--- src/rtl/score_power_ctrl.sv ---
// Score, pellet and power-mode controller for the pacman game.
// Turns eat, ghost, tick and new-level strobes into the HUD score, the
// remaining-pellet count, the frightened-ghost power timer and the ghost
// combo award. All state lives in the VGA pixel clock domain.
module score_power_ctrl #(
    parameter int SCORE_W       = 20,
    parameter int CANDY_POINTS  = 10,
    parameter int COOKIE_POINTS = 50,
    parameter int GHOST_BASE    = 200,
    parameter int TOTAL_PELLETS = 244,
    parameter int POWER_TICKS   = 360,
    parameter int WARN_TICKS    = 120
) (
    input  logic               vga_pix_clk,
    input  logic               rst_n,
    input  logic               ate_candy_stb,
    input  logic               ate_power_cookie_stb,
    input  logic               ghost_eaten_stb,
    input  logic               tick_stb,
    input  logic               new_level_stb,
    output logic [SCORE_W-1:0] score,
    output logic [7:0]         pellets_left,
    output logic               power_mode,
    output logic               power_ending,
    output logic [10:0]        ghost_points,
    output logic               level_clear_stb
);

    typedef enum logic [1:0] {
        ST_NORMAL = 2'd0,
        ST_POWER  = 2'd1,
        ST_WARN   = 2'd2
    } state_e;

    localparam int TW = $clog2(POWER_TICKS + 1);
    // Wide enough that score plus the largest single-cycle gain cannot overflow.
    localparam int SUM_W = SCORE_W + 12;
    localparam logic [TW-1:0] POWER_T = TW'(POWER_TICKS);
    localparam logic [TW-1:0] WARN_T  = TW'(WARN_TICKS);
    localparam logic [7:0]    TOTAL_P = 8'(TOTAL_PELLETS);

    state_e               state_q, state_d;
    logic [TW-1:0]        timer_q, timer_d;
    logic [1:0]           combo_q, combo_d;
    logic [SCORE_W-1:0]   score_q, score_d;
    logic [7:0]           pellets_q, pellets_d;
    logic [10:0]          ghost_q, ghost_d;
    logic                 clear_q, clear_d;
    logic                 pmode_q, pmode_d;
    logic                 pend_q, pend_d;

    logic                 active;
    logic                 has_pellets;
    logic                 candy_ok;
    logic                 cookie_ok;
    logic                 ghost_ok;
    logic [1:0]           combo_base;
    logic [1:0]           eat_cnt;
    logic [10:0]          award;
    logic [TW-1:0]        timer_dec;
    logic [SUM_W-1:0]     sum;

    // Next-state logic: new level wins, otherwise cookie reload beats tick,
    // and a ghost uses the combo as it stands after any cookie reset.
    always_comb begin
        state_d     = state_q;
        timer_d     = timer_q;
        combo_d     = combo_q;
        score_d     = score_q;
        pellets_d   = pellets_q;
        ghost_d     = ghost_q;
        clear_d     = 1'b0;

        active      = (state_q != ST_NORMAL);
        has_pellets = (pellets_q != 8'd0);
        candy_ok    = ate_candy_stb && has_pellets;
        cookie_ok   = ate_power_cookie_stb && has_pellets;
        eat_cnt     = {1'b0, candy_ok} + {1'b0, cookie_ok};
        combo_base  = cookie_ok ? 2'd0 : combo_q;
        ghost_ok    = ghost_eaten_stb && (active || cookie_ok);
        award       = ghost_ok ? 11'(GHOST_BASE << combo_base) : 11'd0;
        timer_dec   = timer_q - TW'(1);
        sum         = SUM_W'(score_q)
                    + (candy_ok  ? SUM_W'(CANDY_POINTS)  : SUM_W'(0))
                    + (cookie_ok ? SUM_W'(COOKIE_POINTS) : SUM_W'(0))
                    + SUM_W'(award);

        if (new_level_stb) begin
            pellets_d = TOTAL_P;
            state_d   = ST_NORMAL;
            timer_d   = '0;
            combo_d   = 2'd0;
        end else begin
            // Saturate rather than wrap when any bit above the score width is set.
            score_d   = (sum[SUM_W-1:SCORE_W] != '0) ? '1 : sum[SCORE_W-1:0];
            pellets_d = (pellets_q > {6'd0, eat_cnt}) ? pellets_q - {6'd0, eat_cnt} : 8'd0;
            clear_d   = has_pellets && (pellets_d == 8'd0);

            if (cookie_ok) begin
                state_d = ST_POWER;
                timer_d = POWER_T;
                combo_d = 2'd0;
                ghost_d = 11'd0;
            end

            if (ghost_ok) begin
                ghost_d = award;
                combo_d = (combo_base == 2'd3) ? 2'd3 : combo_base + 2'd1;
            end

            if (!cookie_ok && tick_stb && active) begin
                if (timer_q == TW'(1)) begin
                    state_d = ST_NORMAL;
                    timer_d = '0;
                    combo_d = 2'd0;
                end else begin
                    timer_d = timer_dec;
                    state_d = (timer_dec <= WARN_T) ? ST_WARN : ST_POWER;
                end
            end
        end

        pmode_d = (state_d != ST_NORMAL);
        pend_d  = (state_d == ST_WARN);
    end

    // State and output registers with asynchronous active-low reset.
    always_ff @(posedge vga_pix_clk or negedge rst_n) begin
        if (!rst_n) begin
            state_q   <= ST_NORMAL;
            timer_q   <= '0;
            combo_q   <= 2'd0;
            score_q   <= '0;
            pellets_q <= TOTAL_P;
            ghost_q   <= 11'd0;
            clear_q   <= 1'b0;
            pmode_q   <= 1'b0;
            pend_q    <= 1'b0;
        end else begin
            state_q   <= state_d;
            timer_q   <= timer_d;
            combo_q   <= combo_d;
            score_q   <= score_d;
            pellets_q <= pellets_d;
            ghost_q   <= ghost_d;
            clear_q   <= clear_d;
            pmode_q   <= pmode_d;
            pend_q    <= pend_d;
        end
    end

    assign score           = score_q;
    assign pellets_left    = pellets_q;
    assign power_mode      = pmode_q;
    assign power_ending    = pend_q;
    assign ghost_points    = ghost_q;
    assign level_clear_stb = clear_q;

endmodule

--- config.mk ---
export PLATFORM = sky130hd
export DESIGN_NAME = score_power_ctrl
export DESIGN_NICKNAME = d
export VERILOG_FILES = /design/src/rtl/score_power_ctrl.sv
export SDC_FILE = /design/constraint.sdc
export NUM_CORES = 1
export LEC_CHECK = 0
export BUFFER_PORTS_ARGS = -buffer_cell sky130_fd_sc_hd__buf_2
export CORE_UTILIZATION = 35
export DETAILED_ROUTE_END_ITERATION = 8
export GPL_TIMING_DRIVEN = 0
export PLACE_DENSITY_LB_ADDON = 0.05
export SLEW_MARGIN = 40
export SYNTH_ARGS = -nofsm -noshare
export SYNTH_HDL_FRONTEND = slang
export SYNTH_SLANG_ARGS = --single-unit
--- constraint.sdc ---
create_clock -name vga_pix_clk -period 4.3 [get_ports vga_pix_clk]
set_input_delay 0.86 -clock vga_pix_clk [delete_from_list [all_inputs] [get_ports vga_pix_clk]]
set_output_delay 0.86 -clock vga_pix_clk [all_outputs]
set_load 0.03 [all_outputs]
==> results.txt <==
The run finished with clean final reports. The post-detailed-route count of antenna-violating nets is 0. STA classifies the critical path endpoint as a flop. The repair_antennas step left the layout with diodes totalling 0. The clock skew after layout is 9.86 ps. The final cycle utilization of the critical path is ~94%. In the global route stage, met2 resource usage came out at 29.0%. The number of cells on the worst reg-to-reg path is 16. STA classifies the critical path startpoint as a flop. The die is 101 µm wide. The sum of negative setup slack is 0 ps. Summing every instance area after synthesis gives between 3000 and 4000 µm². The tightest min-delay check is of the flop to flop type. The number of instances in the placed design is between 500 and 600.

The global-route wire length before repair came out at 13600 µm. The met1 usage in global routing is 23.3%. The count of pins on the block boundary is 49. The routed length per instance is between 15 and 20 µm. The via count of the first global-routing pass is between 2000 and 3000.

Synthesis instantiated 68 different standard cells from the library. The ratio of cells with drive above 1 in the final layout is 23.9%. Setup violations remaining at the end of the flow were counted as 0. The post-route minimum period is around 4000 ps.

The total number of clock tree sinks is 52. The terminus of the critical flop-to-flop path is score[13]. The die height came out at 101 µm. The later pin in the worst-skew pair is clocked with a latency of 300 ps.

The power per cell area came out at 476 nW/µm². The post-layout total power came out at between 1.5 and 2 mW. The fraction of the mapped netlist area in adder cells is around 11%. Detailed routing inserted a total of 2741 vias. The number of detailed-route iterations in the first pass came out at 4. Yosys mapped a number of flops with a built-in enable equal to 0. The switching power summed over all nets is around 0.8 mW.

Along the worst hold path, the cell count comes to 1. The quantity of I/O buffers inserted on ports is 44. The longest clock path from root to sink contains 2 buffers. The CTS H-tree depth came out at 2. The utilization after layout came out at 42.2%. The maximum number of pins on one net before global-route repair came out at 53. The clock buffer count from CTS came out at 5. In this run the mean area of a mapped cell was just under 10 µm². For this run, the top clock speed supported by timing is 248 MHz. After synthesis, the largest family of logic cells by area is compound AO/OA/AOI/OAI gates. Measured against the total synthesized area, the mux share comes to about 1.8%. The core box area came out at 9330 µm². The power share of the combinational group is approximately 48%.

The portion of total power attributed to the clock network came out at 15.6%. The total track usage is 17.2%. The path with the worst hold slack has its endpoint at score[0]. The simple-gate share of the synthesized area is around 18%. The fraction of power spent switching nets is 42.6%. After synthesis, the most frequently instantiated cells are sky130_fd_sc_hd__dfrtp_1 (47), sky130_fd_sc_hd__nor2_1 (40), sky130_fd_sc_hd__ha_1 (29), sky130_fd_sc_hd__o21ai_0 (24), sky130_fd_sc_hd__nand2_1 (21). The layout overhead on the synthesized area is 15.4%. The wire length reported by the detailed router is between 8000 and 9000 µm.

The initial core utilization is 36.6%. The DRC violations left came out at 0. The yosys synthesis warning count is 0. The share of Yosys cell area claimed by the top area cell type is between 30 and 40%. The number of violations of the max-capacitance limit came out at 0. The initial antenna violation count is 0. Data on the critical path arrives at its endpoint at around 4200 ps. The initialized floorplan defines 35 standard-cell rows. Setup repair after global routing left no endpoint under its margin. The count of endpoints failing hold in the final timing report came out at 0. The synthesized design spends more area on one cell type than any other, namely sky130_fd_sc_hd__dfrtp_1. CTS placed an instance of sky130_fd_sc_hd__clkbuf_8 at the clock tree root. The total internal power is 1.08 mW. The met3 usage came out at 2.50%. The startpoint of the tightest hold check path is score[0].

The slew at the pin with the worst max-slew slack is 677 ps. The sequential power share is 36.0%. The per-cell via count in the routed design came out at between 5 and 6. The compound-gate portion of the synthesized area came out at between 20% and 30%. The count of nets after finishing came out at between 400 and 500.

The register-to-register setup slack is 270 ps. After synthesis, the cell types taking the most area are sky130_fd_sc_hd__dfrtp_1 (34%), sky130_fd_sc_hd__ha_1 (11%), sky130_fd_sc_hd__nor2_1 (4.4%). The fraction of registers with async set or reset after synthesis is 100%.

The CTS tree is yes. met2 is the most crowded layer. The die area is ~10000 µm². The maximum resistive drop on vdd is 235 µV.

The leakage power is 1.78 nW. The count of pins over their slew limit is 0. The number of hold buffers added after CTS came out at 0. The max-slew headroom at the worst pin came out at 54.9%. Clock-pin slew was measured on the worst setup and hold paths at 100 ps.

After the flow finishes, the layout carries non-filler instances totaling ~540. The critical path in this run is classified as flop to flop. The startpoint identified for the worst register-to-register timing path is pellets_left[6].

The layout filler cell count is 958. The highest net fanout along the worst path came out at 10. The most common cell in the netlist is sky130_fd_sc_hd__dfrtp_1. The synthesized design contains 52 register bits. Global routing finished with a remaining overflow of 0.

The data required time at the worst endpoint came out at 4500 ps. The post-synthesis instance total came out at 351. Among all flip-flop cells after synthesis, the most frequent one is sky130_fd_sc_hd__dfrtp_1. The post-synthesis xor/xnor area fraction is 5.39%. The sequential share of the synthesized area is 38.3%. The starting DRC count in detailed routing is 48. The final HPWL from detailed placement is 6030 µm. The global placer's final weighted congestion is roughly 0.81.
[final cells by class]
cell class | count | area [µm²] | area share (%)
buffer | 13 | 77.6 | 1.97
multi-input combinational | 276 | 2010 | 51.2
tap | 129 | 161 | 4.10
clock inverter | 1 | 8.76 | 0.223
inverter | 12 | 45.0 | 1.14
clock buffer | 6 | 82.6 | 2.10
timing repair buffer | 46 | 238 | 6.04
sequential | 52 | 1310 | 33.2
[power groups by stage]
| stage | Combinational (mW) | Sequential (mW) | Clock [mW] |
|---|---|---|---|
| floorplan | 0.543 | 0.818 | 0 |
| finish | 0.908 | 0.675 | 0.292 |
| CTS | 0.906 | 0.676 | 0.310 |
| global placement | 0.887 | 0.683 | 0 |
| global route | 1.01 | 0.690 | 0.330 |
| detailed placement | 0.894 | 0.683 | 0 |
[cell usage in the layout, fill, tap and decap left out, types with 5 or more instances in the layout]
cell type / synthesis / layout
sky130_fd_sc_hd__a21o_1: 5 / 5
sky130_fd_sc_hd__a21oi_1: 13 / 12
sky130_fd_sc_hd__a22o_1: 6 / 6
sky130_fd_sc_hd__a2bb2oi_1: 9 / 9
sky130_fd_sc_hd__and2_1: 5 / 5
sky130_fd_sc_hd__buf_2: 3 / 45
sky130_fd_sc_hd__buf_4: 4 / 8
sky130_fd_sc_hd__clkbuf_1: 5 / 5
sky130_fd_sc_hd__clkbuf_8: 0 / 6
sky130_fd_sc_hd__dfrtp_1: 47 / 47
sky130_fd_sc_hd__dfstp_2: 5 / 5
sky130_fd_sc_hd__ha_1: 29 / 29
sky130_fd_sc_hd__inv_1: 11 / 11
sky130_fd_sc_hd__nand2_1: 21 / 21
sky130_fd_sc_hd__nand3_1: 6 / 6
sky130_fd_sc_hd__nor2_1: 40 / 40
sky130_fd_sc_hd__nor2b_1: 6 / 6
sky130_fd_sc_hd__nor3_1: 7 / 7
sky130_fd_sc_hd__o21a_1: 5 / 5
sky130_fd_sc_hd__o21ai_0: 24 / 24
sky130_fd_sc_hd__xnor2_1: 10 / 10
sky130_fd_sc_hd__xor2_1: 11 / 11
[cell families after synthesis]
family                   Yosys count
adder cells (fa/ha/maj)           30
other                              1
buffers and inverters             25
XOR/XNOR                          21
AND/OR/NAND/NOR                  115
multiplexers                       5
flip-flops                        52
AO/OA/AOI/OAI                    102
[critical path: stages (launching register included)]
cell,delay [ps]
sky130_fd_sc_hd__dfstp_2,430
sky130_fd_sc_hd__nor4_4,370
sky130_fd_sc_hd__a21bo_2,200
sky130_fd_sc_hd__buf_4,180
sky130_fd_sc_hd__and2_1,240
sky130_fd_sc_hd__inv_1,100
sky130_fd_sc_hd__ha_1,200
sky130_fd_sc_hd__and2_4,140
sky130_fd_sc_hd__ha_1,190
sky130_fd_sc_hd__a21o_1,160
sky130_fd_sc_hd__ha_1,340
sky130_fd_sc_hd__and3_1,210
sky130_fd_sc_hd__o22ai_1,160
sky130_fd_sc_hd__o31ai_2,340
sky130_fd_sc_hd__a21oi_2,170
sky130_fd_sc_hd__nor2b_1,150
sky130_fd_sc_hd__mux2_2,340
[repair_timing]
action | CTS | global route
gates resized for setup | 3 | 3
setup endpoints to repair | 17 | 18
setup buffers | 1 | 1
pin swaps | 1 | 3
[metal layers]
metal	vias to the layer above	share of wire, %
met1	1306	49
met4	0	1.1
met2	47	47
met5	-	0
met3	7	2.4
li1	1381	-
[flip-flops by register name, summed over array words and instances, names as in the netlist]
register,flops
score,20
timer_q,9
ghost_points,8
pellets_left,8
combo_q,2
state_q,2
level_clear_stb,1
power_ending,1
power_mode,1
[per-stage QoR]
stage               worst slack [ps]  cell area, µm²  hold WS (ps)
finish                           266            3940           487
floorplan                        439            3420           485
global route                    27.7            3940           509
global placement                -296            3800           462
detailed placement              -304            3800           465
CTS                             46.2            3920           494
[worst max path at each step]
stage / cells past startpoint / endpoint / slack [ps] / from
3_5_place_dp: 17 / score[1] / -300 / ate_power_cookie_stb
4_1_cts: 17 / score[8] / 50 / pellets_left[3]
2_1_floorplan: 17 / score[1] / 440 / pellets_left[1]
3_3_place_gp: 17 / score[1] / -300 / ate_power_cookie_stb
5_1_grt: 17 / score[9] / 30 / pellets_left[0]
6_report: 16 / score[13] / 270 / pellets_left[6]
Note: power is estimated with default switching activity, not from simulation.
